## src/rtl/pheap_arbiter.sv

```systemverilog
`default_nettype none
// ============================================================================
//  Module      : pheap_arbiter
//  Description : Round-robin sharing of one pheap event queue among PDES cores;
//                sequences enq/deq pulses and returns dequeued events.
//  Revision    : 1.0 - initial release
// ============================================================================
module pheap_arbiter #(
    parameter int NUM_CORES = 4,
    parameter int DWIDTH    = 32,
    parameter int CIDW      = 2
) (
    input  logic                        clk,
    input  logic                        rst,
    input  logic [NUM_CORES-1:0]        req_valid,
    input  logic [NUM_CORES-1:0]        req_op,
    input  logic [NUM_CORES*DWIDTH-1:0] req_data,
    output logic [NUM_CORES-1:0]        req_ack,
    output logic                        rsp_valid,
    output logic [CIDW-1:0]             rsp_core,
    output logic [DWIDTH-1:0]           rsp_data,
    output logic                        rsp_nodata,
    output logic                        pq_enq,
    output logic                        pq_deq,
    output logic [DWIDTH-1:0]           pq_inp_data,
    input  logic [DWIDTH-1:0]           pq_out_data,
    input  logic                        pq_full,
    input  logic                        pq_empty,
    input  logic                        pq_ready,
    output logic [31:0]                 stat_enq,
    output logic [31:0]                 stat_deq
);

    localparam logic [1:0]    c_ST_IDLE  = 2'd0;
    localparam logic [1:0]    c_ST_ISSUE = 2'd1;
    localparam logic [1:0]    c_ST_WAIT  = 2'd2;
    localparam logic [CIDW:0] c_NUM      = (CIDW+1)'(NUM_CORES);

    logic [1:0]           r_state, w_state_nxt;
    logic [CIDW-1:0]      r_rr, r_id, w_pick, w_rr_nxt;
    logic                 r_op, r_nodata;
    logic [NUM_CORES-1:0] w_elig;
    logic                 w_found, w_grant, w_sel_op;
    logic [CIDW:0]        w_dist, w_best, w_inc;
    logic [DWIDTH-1:0]    w_sel_data;

    logic [NUM_CORES-1:0] r_req_ack;
    logic                 r_rsp_valid, r_rsp_nodata, r_pq_enq, r_pq_deq;
    logic [CIDW-1:0]      r_rsp_core;
    logic [DWIDTH-1:0]    r_rsp_data, r_pq_inp_data;
    logic [31:0]          r_stat_enq, r_stat_deq;

    // A dequeue never needs heap space, so only enqueues are blocked by full.
    assign w_elig = req_valid & (req_op | {NUM_CORES{~pq_full}});

    // Winner is the eligible core with the smallest wrapped distance from r_rr.
    always_comb begin
        w_found    = 1'b0;
        w_pick     = '0;
        w_best     = c_NUM;
        w_dist     = '0;
        w_sel_data = '0;
        w_sel_op   = 1'b0;
        for (int i = 0; i < NUM_CORES; i++) begin
            w_dist = (CIDW+1)'(i) + c_NUM - {1'b0, r_rr};
            if (w_dist >= c_NUM) w_dist = w_dist - c_NUM;
            if (w_elig[i] && (w_dist < w_best)) begin
                w_found    = 1'b1;
                w_best     = w_dist;
                w_pick     = CIDW'(i);
                w_sel_data = req_data[i*DWIDTH +: DWIDTH];
                w_sel_op   = req_op[i];
            end
        end
    end

    assign w_grant = (r_state == c_ST_IDLE) && pq_ready && w_found;

    always_comb begin
        w_inc    = {1'b0, r_id} + (CIDW+1)'(1);
        w_rr_nxt = (w_inc >= c_NUM) ? '0 : w_inc[CIDW-1:0];
    end

    always_comb begin
        w_state_nxt = r_state;
        case (r_state)
            c_ST_IDLE:  if (w_grant) w_state_nxt = c_ST_ISSUE;
            c_ST_ISSUE: w_state_nxt = c_ST_WAIT;
            c_ST_WAIT:  if (pq_ready) w_state_nxt = c_ST_IDLE;
            default:    w_state_nxt = c_ST_IDLE;
        endcase
    end

    always_ff @(posedge clk or posedge rst) begin
        if (rst) r_state <= c_ST_IDLE;
        else     r_state <= w_state_nxt;
    end

    // Pulses are launched on the IDLE->ISSUE edge so they are seen during ISSUE.
    always_ff @(posedge clk or posedge rst) begin
        if (rst) begin
            r_rr          <= '0;
            r_id          <= '0;
            r_op          <= 1'b0;
            r_nodata      <= 1'b0;
            r_req_ack     <= '0;
            r_rsp_valid   <= 1'b0;
            r_rsp_core    <= '0;
            r_rsp_data    <= '0;
            r_rsp_nodata  <= 1'b0;
            r_pq_enq      <= 1'b0;
            r_pq_deq      <= 1'b0;
            r_pq_inp_data <= '0;
            r_stat_enq    <= '0;
            r_stat_deq    <= '0;
        end else begin
            r_req_ack   <= '0;
            r_pq_enq    <= 1'b0;
            r_pq_deq    <= 1'b0;
            r_rsp_valid <= 1'b0;
            case (r_state)
                c_ST_IDLE: begin
                    if (w_grant) begin
                        r_id      <= w_pick;
                        r_op      <= w_sel_op;
                        r_nodata  <= w_sel_op & pq_empty;
                        r_req_ack <= NUM_CORES'(1) << w_pick;
                        if (!w_sel_op) begin
                            r_pq_enq      <= 1'b1;
                            r_pq_inp_data <= w_sel_data;
                        end else if (!pq_empty) begin
                            r_pq_deq <= 1'b1;
                        end
                    end
                end
                c_ST_ISSUE: begin
                    r_rr <= w_rr_nxt;
                    if (!r_op) begin
                        r_stat_enq <= r_stat_enq + 32'd1;
                    end else begin
                        r_rsp_valid  <= 1'b1;
                        r_rsp_core   <= r_id;
                        r_rsp_nodata <= r_nodata;
                        r_rsp_data   <= r_nodata ? '0 : pq_out_data;
                        if (!r_nodata) r_stat_deq <= r_stat_deq + 32'd1;
                    end
                end
                default: ;
            endcase
        end
    end

    assign req_ack     = r_req_ack;
    assign rsp_valid   = r_rsp_valid;
    assign rsp_core    = r_rsp_core;
    assign rsp_data    = r_rsp_data;
    assign rsp_nodata  = r_rsp_nodata;
    assign pq_enq      = r_pq_enq;
    assign pq_deq      = r_pq_deq;
    assign pq_inp_data = r_pq_inp_data;
    assign stat_enq    = r_stat_enq;
    assign stat_deq    = r_stat_deq;

endmodule
`default_nettype wire
```

## config.mk

```make
export PLATFORM = sky130hd
export DESIGN_NAME = pheap_arbiter
export DESIGN_NICKNAME = d
export VERILOG_FILES = /design/src/rtl/pheap_arbiter.sv
export SDC_FILE = /design/constraint.sdc
export NUM_CORES = 1
export LEC_CHECK = 0
export ABC_AREA = 1
export BUFFER_PORTS_ARGS = -buffer_cell sky130_fd_sc_hd__clkbuf_2
export CAP_MARGIN = 20
export CORE_MARGIN = 3
export CORE_UTILIZATION = 30
export DETAILED_ROUTE_END_ITERATION = 16
export HOLD_SLACK_MARGIN = 0.15
export PLACE_DENSITY = 0.61
export SYNTH_ARGS = -nofsm -noshare
export SYNTH_HDL_FRONTEND = slang
export SYNTH_SLANG_ARGS = --single-unit
```

## constraint.sdc

```tcl
create_clock -name clk -period 10.55 [get_ports clk]
set_input_delay 0.5275 -clock clk [delete_from_list [all_inputs] [get_ports clk]]
set_output_delay 0.5275 -clock clk [all_outputs]
set_load 0.02 [all_outputs]
```

== Word level (Yosys, flattened, before mapping) ==
Cells that the tools add are included.
W data, S select, Z words.
Storage, ports and cells
  latch bits: 0
  memories kept: 0
  memory bits (writable): 0
  register bits after elaboration: 146
  input port bits: 173
  memory bits (read-only): 0
  output and inout port bits: 138
Operators by class
  reductions and logical operators: 13
  mux-type cells: 38
  multiply operators: 0
  shift-type cells: 1
  divide/modulo/power cells: 0
  equality and inequality tests: 4
  $add $sub $neg: 11
  $lt $le $gt $ge: 9
  bitwise logic cells: 7
Operator list (count)
  $mux W32: 5
  $add A32 B1 Y32 const B: 2
  $mux W3: 7
  $mux W1: 18
  $ge A3 B3 Y1 const B: 5
  $sub A3 B2 Y3 const A: 4
  $sub A3 B3 Y3 const B: 4
  $mux W2: 5
  $lt A3 B3 Y1: 3
  $mux W4: 2
  $reduce_and A2 Y1: 4
  $logic_and A1 B1 Y1: 6
  $pmux W2 S3: 1
  $reduce_and A3 Y1: 2
  $and A4 B4 Y4: 1
  $ne A2 B2 Y1 const B: 2
  $not A1 Y1: 4
  $or A4 B4 Y4: 1
  $shl A1 B2 Y4 const A: 1
  $add A2 B1 Y3 const B: 1
  $lt A3 B3 Y1 const B: 1
  $eq A2 B1 Y1 const B: 1
  $eq A2 B2 Y1 const B: 1
  $logic_not A2 Y1: 1
  $and A1 B1 Y1: 1

== Logic depth before layout (Yosys ltp) ==
Gate-level depths: netlist of the first run.
  depth in word-level cells: 18
  mapped depth: 32
  mapped depth without buffers: 26

== Least setup slack after synthesis of the first run ==
OpenSTA, ideal clock, no wires.
  path kind: reg-to-reg
  from: register r_rr[1]
  to: register r_pq_inp_data[10], in the netlist pq_inp_data[10]
  period minus slack after synthesis: 4623 ps
  slack: 5927 ps
  buffers on the path: 7
  library setup time: 65 ps
  required time: 10485 ps
  stages on the path, launching flop included: 30
  data arrival time: 4558 ps
  cell sequence: dfrtp_1 > inv_1 > ha_1 > inv_1 > nand2_1 > nand3_1 > clkinv_1 > clkbuf_1 > ha_1 > nor3b_1 > nand2_1 > buf_4 > clkbuf_1 > nand2_1 > o21ai_0 > ha_1 > a211oi_1 > nand2_2 > buf_2 > buf_1 > nand2_1 > o21ai_0 > ha_1 > nand3_4 > nand3_4 > a21oi_4 > buf_4 > buf_6 > nand3_1 > nand2_1
On the way
  cells in the longest elaborated chain, start to end: 17
Ends and longest elaborated chain
  start, declared: line 40  | logic [CIDW-1:0] r_rr, r_id, w_pick, w_rr_nxt;
  start signal, assigned: line 137  | r_rr <= w_rr_nxt;
  $sub A3 B2 Y3: line 65  | w_dist = (CIDW+1)'(i) + c_NUM - {1'b0, r_rr};
  $sub A3 B3 Y3 or $ge A3 B3 Y1 (tied branches): line 66  | if (w_dist >= c_NUM) w_dist = w_dist - c_NUM;
  $mux W3: line 66
  $lt A3 B3 Y1: line 67  | if (w_elig[i] && (w_dist < w_best)) begin
  $logic_and A1 B1 Y1: line 67
  $mux W3: line 67
  $lt A3 B3 Y1: line 67
  $logic_and A1 B1 Y1: line 67
  $mux W3: line 67
  $lt A3 B3 Y1: line 67
  $logic_and A1 B1 Y1: line 67
  $mux W3: line 67
  $lt A3 B3 Y1: line 67
  $logic_and A1 B1 Y1: line 67
  $mux W1: line 67
  $logic_and A1 B1 Y1 or $not A1 Y1 (tied branches)
  $reduce_and A3 Y1 (no line)
  end signal, assigned: line 130  | r_pq_inp_data <= w_sel_data;
  end, declared: line 50  | logic [DWIDTH-1:0] r_rsp_data, r_pq_inp_data;
Several ways; a longest one is shown, not always the timed one.
A chain may end at the register's enable or synchronous reset.

== Worst setup path after layout of the first run ==
  from: register r_rr[1]
  to: register r_pq_inp_data[23], in the netlist pq_inp_data[23]
The elaborated chain is that of the path after synthesis.

==> metrics.md, run 1 <==
| Metric | Value |
|---|---|
| Detailed Route WL | 24.0 mm |
| H-tree Lvls | 4 |
| TritonCTS Buffers | 17 |
| Slowest CP cell | a21oi_4 |
| IO Pins | between 300 and 400 |
| WL met3 | about 1.8 mm |
| Max layer used | met4 |
| Post-Syn Area | roughly 0.0078 sq mm |
| Share of cells above drive strength 1 | 0.316 |
| Distinct cells, synth | slightly above 40 |
| Final Skew | ~11 ps |
| Sequential power share | 0.318 |
| Yosys warns | 0 |
| Worst path max stage delay | approximately 940 ps |
| Vias in the first global route | just over 7000 |
| Die ar. | about 0.028 sq mm |
| Placed inst area | about 0.0095 sq mm |
| Die span in y | between 150 and 200 um |
| Final period utilization | 0.709 |
| Hold-fix buffers, CTS | 0 |
| Total track usage | 0.170 |
| Status | finished, final reports clean |
| Syn Inst Count | 904 |
| CTS Root Cell | clkbuf_16 |
| Max Freq | 0.134 GHz |
| WL met1 | between 10 and 15 mm |
| Reg clk slew, reported paths | about 70 ps |
| Sum of negative setup slack | 0 ps |
| Syn_area_per_cell | about 8.6 sq um |
| Area grow syn2layout | 30.1% |
| Pwr Density | approximately 250 mW/mm^2 |
| Top Family by Delay on Critical Path | simple AND/OR/NAND/NOR gates |
| #FFs+latches synth | 146 |
| First-pass GRT wire length | around 39 mm |
| CP Capture Type | flop |
| Final setup violation count | 0 |
| Iteration-0 DRC Markers | 346 |
| Remaining DRCs | 0 |
| Hold crit path type | primary input to asynchronous set/reset pin |
| Nets | between 1000 and 1500 |
| Rows | 58 |
| Most common cell after layout, fill and taps aside | clkbuf_2 |
| Sw Ratio | 0.440 |
| Arr. time, crit path | approximately 7800 ps |
| DRT Pass-1 Iters | 5 |
| Clk pwr share | 0.247 |
| Crit-path max FO | 71 |
| Diodes inserted | 0 |
| Die X | roughly 170 um |
| Core Region | roughly 0.025 sq mm |
| Crit start category | flop |
| Slew headroom | 0.329 |
| Most frequent cells in the layout | 310 x clkbuf_2, 244 x nand2_1, 146 x dfrtp_1, 117 x nand3_1, 76 x nand4_1 |
| Leakage power | approximately 5.5 nW |
| Worst path bufs/invs | 6 |
| Largest net degree at the start of global routing | 97 |
| Finished Cell Area | 0.0101 sq mm |
| Crit path kind | flop to flop |
| Grt total ovfl | 0 |
| Initial Utilization | 0.307 |
| Seq/Total Area, Yosys | 0.471 |
| Switching component of the power | about 0.0011 W |
| Combinational Power Share | 0.436 |
| Max Slew Vio Count | 0 |
| Final GP Congestion | around 0.87 |
| Antenna Nets Post-Route | 0 |
| Vias after detailed routing | about 7300 |
| Clk buf depth | 2 |
| Internal Pwr Total | between 0.001 and 0.0015 W |
| Post-CTS Setup Inserts | 0 |
| Minimum clock period | ~7500 ps |
| Worst Reg2Reg Path Length in Cells | 26 |
| Flop-to-flop setup slack | between 3000 and 4000 ps |
| Final HPWL from detailed placement | approximately 18 mm |
| MaxCap Viol Count | 0 |
| Sink Count | 146 |
| Reg2reg end | pq_inp_data[23] |
| Worst-margin pin slew | roughly 1000 ps |
| Post-synthesis net count | around 1100 |
| FF-to-FF Start | r_rr[1] |
| # port buffers | 310 |
| Post-CTS Resized | 0 |
| WL met2 | between 10 and 15 mm |
| Worst IR Drop VDD | approximately 100 uV |
| Routed length per instance | about 16 um |
| Required @ worst endpoint | roughly 11000 ps |
| Vias per std cell | around 4.8 |
| TritonCTS clock tree | done |
| RSZ-0062 raised after global routing | false |
| Final Hold Vio Count | 0 |
| Antenna violations before repair | 0 |
| CP dominant cell by count | nand2_1 |
| Skew-Pair Late Insertion Delay | about 400 ps |
-- cell type report --
class	instances	area, sq um
Tap cell	330	413
Timing Repair Buffer	314	1580
Clock inverter	14	165
Sequential cell	146	3650
Multi-Input combinational cell	638	3560
Inverter	70	268
Clock buffer	18	439
Fill cell	2620	15200
-- logic make-up (layout without fill, tap and decap cells) --
family,after synthesis,after routing,synth area share
AND/OR/NAND/NOR,512,512,0.321
adder cells (fa/ha/maj),12,12,0.0194
buffers and inverters,120,416,0.0696
XOR/XNOR,54,54,0.0610
AO/OA/AOI/OAI,60,60,0.0573
flip-flops,146,146,0.471
-- synthesized netlist by cell type, drive strengths merged --
master | n | area share
nand2 | 254 | 0.13
dfrtp | 146 | 0.47
nand3 | 120 | 0.081
nand4 | 77 | 0.064
inv | 67 | 0.032
nor2 | 39 | 0.024
xor2 | 39 | 0.044
a22o | 32 | 0.036
clkbuf | 29 | 0.014
buf | 21 | 0.022
o21ai | 17 | 0.011
nor3 | 15 | 0.013
xnor2 | 15 | 0.017
ha | 12 | 0.019
a21oi | 7 | 0.0060
nor4 | 5 | 0.0095
clkinv | 3 | 0.0015
nor3b | 2 | 0.0019
a211oi | 1 | 0.00097
a21boi | 1 | 0.00097
a31oi | 1 | 0.00081
o21a | 1 | 0.00097
-- power groups by stage --
stage,sequential (W),combinational (W),clock (W)
after global placement,0.000800,0.00108,0
after detailed placement,0.000801,0.00110,0
final,0.000791,0.00108,0.000614
after CTS,0.000793,0.00110,0.000636
after global routing,0.000808,0.00121,0.000664
after floorplan,0.000935,0.000653,0
-- routing by layer --
layer	vias to the layer above	global-route usage
met3	29	0.0520
li1	3601	-
met2	267	0.286
met5	-	0
met1	3398	0.212
met4	0	0.0495
-- per-stage QoR --
stage | hold slack [ps] | util | total power (W) | std cells | setup WS, ps
after global routing | 280 | 0.399 | 0.00268 | 1530 | 2430
after global placement | 458 | 0.375 | 0.00188 | 1498 | 3380
after CTS | 271 | 0.399 | 0.00253 | 1530 | 3110
after detailed placement | 458 | 0.375 | 0.00190 | 1498 | 3140
after floorplan | 468 | - | 0.00159 | 904 | 5930
final | 280 | 0.399 | 0.00249 | 1530 | 3070
-- worst max path at each step --
stage | end | cells after the start | start | slack (ps)
2_1_floorplan | pq_inp_data[10] | 29 | r_rr[1] | 5930
3_3_place_gp | pq_inp_data[26] | 26 | r_rr[1] | 3380
3_5_place_dp | pq_inp_data[23] | 26 | r_rr[1] | 3140
4_1_cts | pq_inp_data[23] | 26 | r_rr[1] | 3110
5_1_grt | pq_inp_data[23] | 26 | r_rr[1] | 2430
6_report | pq_inp_data[23] | 26 | r_rr[1] | 3070
-- sequential cells by signal, summed over array words and instances (netlist names), 2 cells and up --
signal and flops:
stat_enq 32, pq_inp_data 32, req_ack 4, r_id 2, rsp_data 32, rsp_core 2, r_state 2, r_rr 2
stat_deq 32
Power figures use the tool's default switching activity.
==> run 2, diff against run 1 <==
clock period = 7 ns   (was 10.55 ns; I/O delays follow)
==> run 2 against run 1 <==
Via count grew 2.6%. Die area unchanged. Utilization grew 1.5 points. Cell count rose by 2.4%. Non-clock buffer count up 37. Clock power rose by 44%. Critical endpoint is now pq_inp_data[21]. Largest power group unchanged.
==> metrics.md, run 2 (synthesis gave the netlist of run 1 again) <==
| Metric | Value |
|---|---|
| Status | finished, final reports clean |
| Vias after detailed routing | 7484 (+2.6%) |
| Largest net degree at the start of global routing | 68 (-30%) |
| Die span in y | 167 um (unchanged) |
| # port buffers | 310 (unchanged) |
| Detailed Route WL | 24.6 mm (+2.4%) |
| Die ar. | 0.0278 sq mm (unchanged) |
| Multi-input logic area | 0.00357 sq mm (+0.25%) |
| TritonCTS Buffers | 17 (unchanged) |
| Most common cell after layout, fill and taps aside | clkbuf_2 |
| CP Capture Type | flop |
| Antenna Nets Post-Route | 0 (unchanged) |
| DRT Pass-1 Iters | 4 (-1) |
| Total track usage | 0.174 (+0.00381) |
| Sum of negative setup slack | 0 ps (unchanged) |
| Max Slew Vio Count | 0 (unchanged) |
| Worst-margin pin slew | 1020 ps (+17.4 ps) |
| Final GP Congestion | 0.890 (+2.8%) |
| IO Pins | 311 (unchanged) |
| Post-CTS Resized | 0 (unchanged) |
| Origin of the worst min-delay path | pq_ready |
| Leakage power | 5.68 nW (+2.9%) |
| Remaining DRCs | 0 (unchanged) |
| Die X | 167 um (unchanged) |
| Required @ worst endpoint | 7300 ps (-3540 ps) |
| CTS Root Cell | clkbuf_16 |
| RSZ-0062 raised after global routing | false |
| Slew headroom | 0.321 (-0.00749) |
| Grt total ovfl | 0 (unchanged) |
| Skew-Pair Late Insertion Delay | 410 ps (about the same) |
| Crit path kind | flop to flop |
| Placed inst area | 0.00951 sq mm (+0.37%) |
| Reg area | 0.00365 sq mm (unchanged) |
| # fillers | 2546 (-2.8%) |
| Final setup violation count | 0 (unchanged) |
| Rows | 58 (unchanged) |
| Clk buf depth | 2 (unchanged) |
| Antenna violations before repair | 0 (unchanged) |
| Crit start category | flop |
| Sink Count | 146 (unchanged) |
| Diodes inserted | 0 (unchanged) |
| Arr. time, crit path | 6390 ps (-1390 ps) |
| Vias in the first global route | 7562 (+4.4%) |
| Reg clk slew, reported paths | 70 ps (about the same) |
| Share of cells above drive strength 1 | 0.309 (-0.00702) |
| Minimum clock period | 6100 ps (-1390 ps) |
| Final HPWL from detailed placement | 18.3 mm (-0.28%) |
| Setup slack after layout | 902 ps (-2160 ps) |
| Pwr Density | 359 mW/mm^2 (+45%) |
| Pwr Total | 0.00376 W (+51%) |
| Final Skew | 10.8 ps (-0.674 ps) |
| Setup WS pre-CTS | 589 ps (-2550 ps) |
| Finished Cell Area | 0.0105 sq mm (+3.8%) |
| Nets | 1410 (+2.8%) |
| Crit-path max FO | 67 (-5.6%) |
| Routed length per instance | 15.7 um (about the same) |
| Hold crit path type | primary input to flop |
| Post-CTS Setup Inserts | 0 (unchanged) |
| Max Freq | 0.164 GHz (+23%) |
| MaxCap Viol Count | 0 (unchanged) |
| Worst IR Drop VDD | 156 uV (+53%) |
| H-tree Lvls | 4 (unchanged) |
| Core Region | 0.0253 sq mm (unchanged) |
| Vias per std cell | 4.78 (+0.17%) |
| Iteration-0 DRC Markers | 388 (+12%) |
| TritonCTS clock tree | done |
| Final Hold Vio Count | 0 (unchanged) |
| FF-to-FF Start | r_rr[1] |
| CP startpoint | r_rr[1] |
| Area grow syn2layout | 35.0% |
| Initial Utilization | 0.307 (unchanged) |
| Final period utilization | 0.871 (+0.162) |
| First-pass GRT wire length | 39.5 mm (+2.3%) |
| Most frequent cells in the layout | 310 x clkbuf_2, 244 x nand2_1, 146 x dfrtp_1, 117 x nand3_1, 76 x nand4_1 |
==> run 2: path summary, 6_finish.rpt <==
| check | end | slack, ps | cells after the start |
|---|---|---|---|
| max in group asynchronous | pq_inp_data[17] | 5250 | 5 |
| worst max-delay path | pq_inp_data[21] | 900 | 25 |
| min in group asynchronous | stat_deq[16] | 540 | 3 |
| worst max register to register | pq_inp_data[21] | 900 | 25 |
| worst min register to register | stat_deq[31] | 470 | 1 |
| worst min-delay path | r_state[1] | 260 | 4 |
==> run 2: what timing repair did <==
item | in CTS | in global routing
endpoints found under the setup margin | 0 | 33
endpoints found under the hold margin | 95 | 0
hold buffers | 34 | 0
==> run 2: final cells by class <==
type	count	area share
sequential	146	0.349
multi-input combinational	639	0.341
timing repair buffer	351	0.190
clock buffer	17	0.0407
tap	330	0.0395
inverter	70	0.0256
clock inverter	14	0.0141
==> run 2: power breakdown <==
group | internal, W | switching (W) | leakage [nW]
Clock | 0.000499 | 0.000387 | 0.276
Combinational | 0.000529 | 0.00116 | 3.46
Sequential | 0.00105 | 0.000134 | 1.94
Total | 0.00208 | 0.00168 | 5.68
==> run 2: per-layer routing <==
metal | vias to the layer above | track usage | wire (um)
li1 | 3681 | - | -
met1 | 3475 | 0.223 | 10800
met2 | 283 | 0.286 | 11500
met3 | 45 | 0.0472 | 1600
met4 | 0 | 0.0592 | 699
met5 | - | 0 | 0
==> run 2: per-stage QoR <==
stage / util / hold slack [ps] / cells
finish: 0.414 / 264 / 1567
global route: 0.414 / 278 / 1567
CTS: 0.413 / 237 / 1565
detailed placement: 0.377 / 452 / 1500
global placement: 0.376 / 451 / 1499
floorplan: - / 416 / 904
==> run 2: critical path, cell delays in order (launching register included) <==
cell and delay (ps):
dfrtp_1 430, inv_1 150, ha_1 210, inv_1 50, nand2_1 50, nand3_1 80
clkinv_1 80, ha_1 200, nor3b_1 280, nand2_1 160, buf_4 270, o21ai_0 280
ha_1 190, nand2_1 40, inv_1 40, nand2_1 80, nand2_2 110, buf_4 500
o21ai_0 160, ha_1 210, nand2_2 500, nand3_4 520, a21oi_4 720, nand2_4 390
nand2_1 160, nand2_1 60
==> run 3, diff against run 2 <==
REMOVE_ABC_BUFFERS = 1   (was default)
==> run 3 against run 2 <==
Critical path depth grew 1. Sequential share of layout area is essentially flat. Cell area is essentially flat. Largest cell class unchanged. Largest power group unchanged.
==> metrics.md, run 3 (synthesis gave the netlist of run 1 again) <==
| Metric | Value |
|---|---|
| Status | finished, final reports clean |
| Minimum clock period | 6210 ps (+109 ps) |
| Origin of the worst min-delay path | pq_ready |
| Worst-margin pin slew | 1000 ps (-16.8 ps) |
| Most common cell after layout, fill and taps aside | clkbuf_2 |
| Hold crit path type | primary input to flop |
| Iteration-0 DRC Markers | 398 (+2.6%) |
| FF-to-FF Start | r_rr[1] |
| Vias after detailed routing | 7470 (-0.19%) |
| Final Non-Filler Cells | 1566 (-0.064%) |
| Slew headroom | 0.328 (+0.00708) |
| Final Skew | 11.1 ps (+0.289 ps) |
| # port buffers | 310 (unchanged) |
| Reg clk slew, reported paths | 70 ps (about the same) |
| Final GP Congestion | 0.893 (+0.34%) |
| Dpl cells | 1498 (-0.13%) |
| Antenna Nets Post-Route | 0 (unchanged) |
| # fillers | 2607 (+2.4%) |
| Die X | 167 um (unchanged) |
| Sum of negative setup slack | 0 ps (unchanged) |
| Pwr Total | 0.00377 W (+0.47%) |
| Max Freq | 0.161 GHz (-1.7%) |
| Vias in the first global route | 7563 (+0.013%) |
| Final setup violation count | 0 (unchanged) |
| Nets | 1408 (-0.14%) |
| DRT Pass-1 Iters | 4 (unchanged) |
| Final period utilization | 0.887 (+0.0155) |
| Hold EP | r_state[1] |
| Arr. time, crit path | 6520 ps (+130 ps) |
| Diodes inserted | 0 (unchanged) |
| Reg area | 0.00365 sq mm (unchanged) |
| Grt total ovfl | 0 (unchanged) |
| RSZ-0062 raised after global routing | false |
| First-pass GRT wire length | 39.3 mm (-0.38%) |
| Vias per std cell | 4.77 (-0.12%) |
| Max Slew Vio Count | 0 (unchanged) |
| H-tree Lvls | 4 (unchanged) |
| CTS Root Cell | clkbuf_16 |
| Die span in y | 167 um (unchanged) |
| Most frequent cells in the layout | 310 x clkbuf_2, 244 x nand2_1, 146 x dfrtp_1, 117 x nand3_1, 76 x nand4_1 |
| Worst IR Drop VDD | 161 uV (+3.2%) |
| CP Capture Type | flop |
| Total track usage | 0.171 (-0.00284) |
| Pwr Density | 361 mW/mm^2 (+0.48%) |
| Crit path kind | flop to flop |
| Die ar. | 0.0278 sq mm (unchanged) |
| Sink Count | 146 (unchanged) |
| Flop-to-flop setup slack | 790 ps (-110 ps) |
| Worst Reg2Reg Path Length in Cells | 26 (+4.0%) |
| Antenna violations before repair | 0 (unchanged) |
| Rows | 58 (unchanged) |
| Final Hold Vio Count | 0 (unchanged) |
| Multi-input logic area | 0.00358 sq mm (+0.21%) |
| Hold depth | 4 (unchanged) |
| Placed inst area | 0.00949 sq mm (-0.29%) |
| Routed length per instance | 15.4 um (-1.7%) |
| Detailed Route WL | 24.2 mm (-1.8%) |
| Finished Cell Area | 0.0105 sq mm (about the same) |
| Clk buf depth | 2 (unchanged) |
| TritonCTS Buffers | 17 (unchanged) |
| Remaining DRCs | 0 (unchanged) |
| Skew-Pair Late Insertion Delay | 420 ps (about the same) |
| Leakage power | 5.68 nW (about the same) |
| Largest net degree at the start of global routing | 75 (+10%) |
| Required @ worst endpoint | 7310 ps (about the same) |
| Final HPWL from detailed placement | 17.9 mm (-2.6%) |
| Area grow syn2layout | 35.0% (about the same) |
| MaxCap Viol Count | 0 (unchanged) |
| Core Region | 0.0253 sq mm (unchanged) |
| IO Pins | 311 (unchanged) |
| Share of cells above drive strength 1 | 0.308 (-0.000559) |
| Initial Utilization | 0.307 (unchanged) |
| Reg2reg end | pq_inp_data[16] |
| Crit start category | flop |
| Crit-path max FO | 69 (+3.0%) |
| TritonCTS clock tree | done |
[run 3: where the power goes]
group / leakage, nW / internal (W) / switching, W
Clock: 0.287 / 0.000508 / 0.000413
Combinational: 3.45 / 0.000531 / 0.00113
Sequential: 1.94 / 0.00105 / 0.000140
[run 3: how the worst max path moves through the flow]
stage / depth (start not counted) / endpoint / startpoint
after floorplan: 22 / pq_inp_data[0] / r_rr[1]
after global placement: 26 / pq_inp_data[20] / r_rr[1]
after detailed placement: 26 / pq_inp_data[16] / r_rr[1]
after CTS: 26 / pq_inp_data[16] / r_rr[1]
after global routing: 24 / pq_inp_data[16] / r_rr[1]
final: 26 / pq_inp_data[16] / r_rr[1]
[run 3: what timing repair did]
action,CTS,global route
resized for setup,0,0
hold endpoints to repair,105,0
endpoints found under the setup margin,0,33
setup buffers,0,0
hold buffers,34,0
[run 3: area by class of cell]
class                           count  share of cell area
Inverter                           70              0.0256
Clock buffer                       17              0.0407
Tap cell                          330              0.0395
Multi-Input combinational cell    639               0.342
Timing Repair Buffer              349               0.186
Sequential cell                   146               0.349
Clock inverter                     15              0.0166
[run 3: per-stage QoR]
stage | worst slack (ps) | hold WS, ps | util
2_1_floorplan | 326 | 416 | -
3_5_place_dp | 426 | 464 | 0.376
5_1_grt | 37.4 | 294 | 0.414
6_report | 793 | 251 | 0.414
3_3_place_gp | 622 | 455 | 0.376
4_1_cts | 403 | 240 | 0.413
[run 3: worst max-delay path, cell delays in order, from the launching register on]
cell      delay, ps
dfrtp_1         440
inv_1           140
ha_1            200
inv_1            50
nand2_1          60
nand3_1          80
clkinv_1         60
buf_4           240
ha_1            250
nor3b_1         250
nand2_1         210
nand2_1         190
o21ai_2          80
ha_1            290
nand2_1          50
inv_1            50
nand2_1          80
nand2_2         100
buf_4           510
o21ai_0         160
ha_1            220
nand2_2         490
nand3_4         530
a21oi_4         710
nand2_4         390
nand2_1         160
nand2_1          60
[run 3: layer usage]
| metal | track usage | part of all wire | vias up |
|---|---|---|---|
| met5 | 0 | 0 | - |
| met1 | 0.214 | 0.42 | 3483 |
| met3 | 0.0399 | 0.068 | 32 |
| met4 | 0.0531 | 0.020 | 0 |
| met2 | 0.294 | 0.49 | 275 |
| li1 | - | - | 3680 |
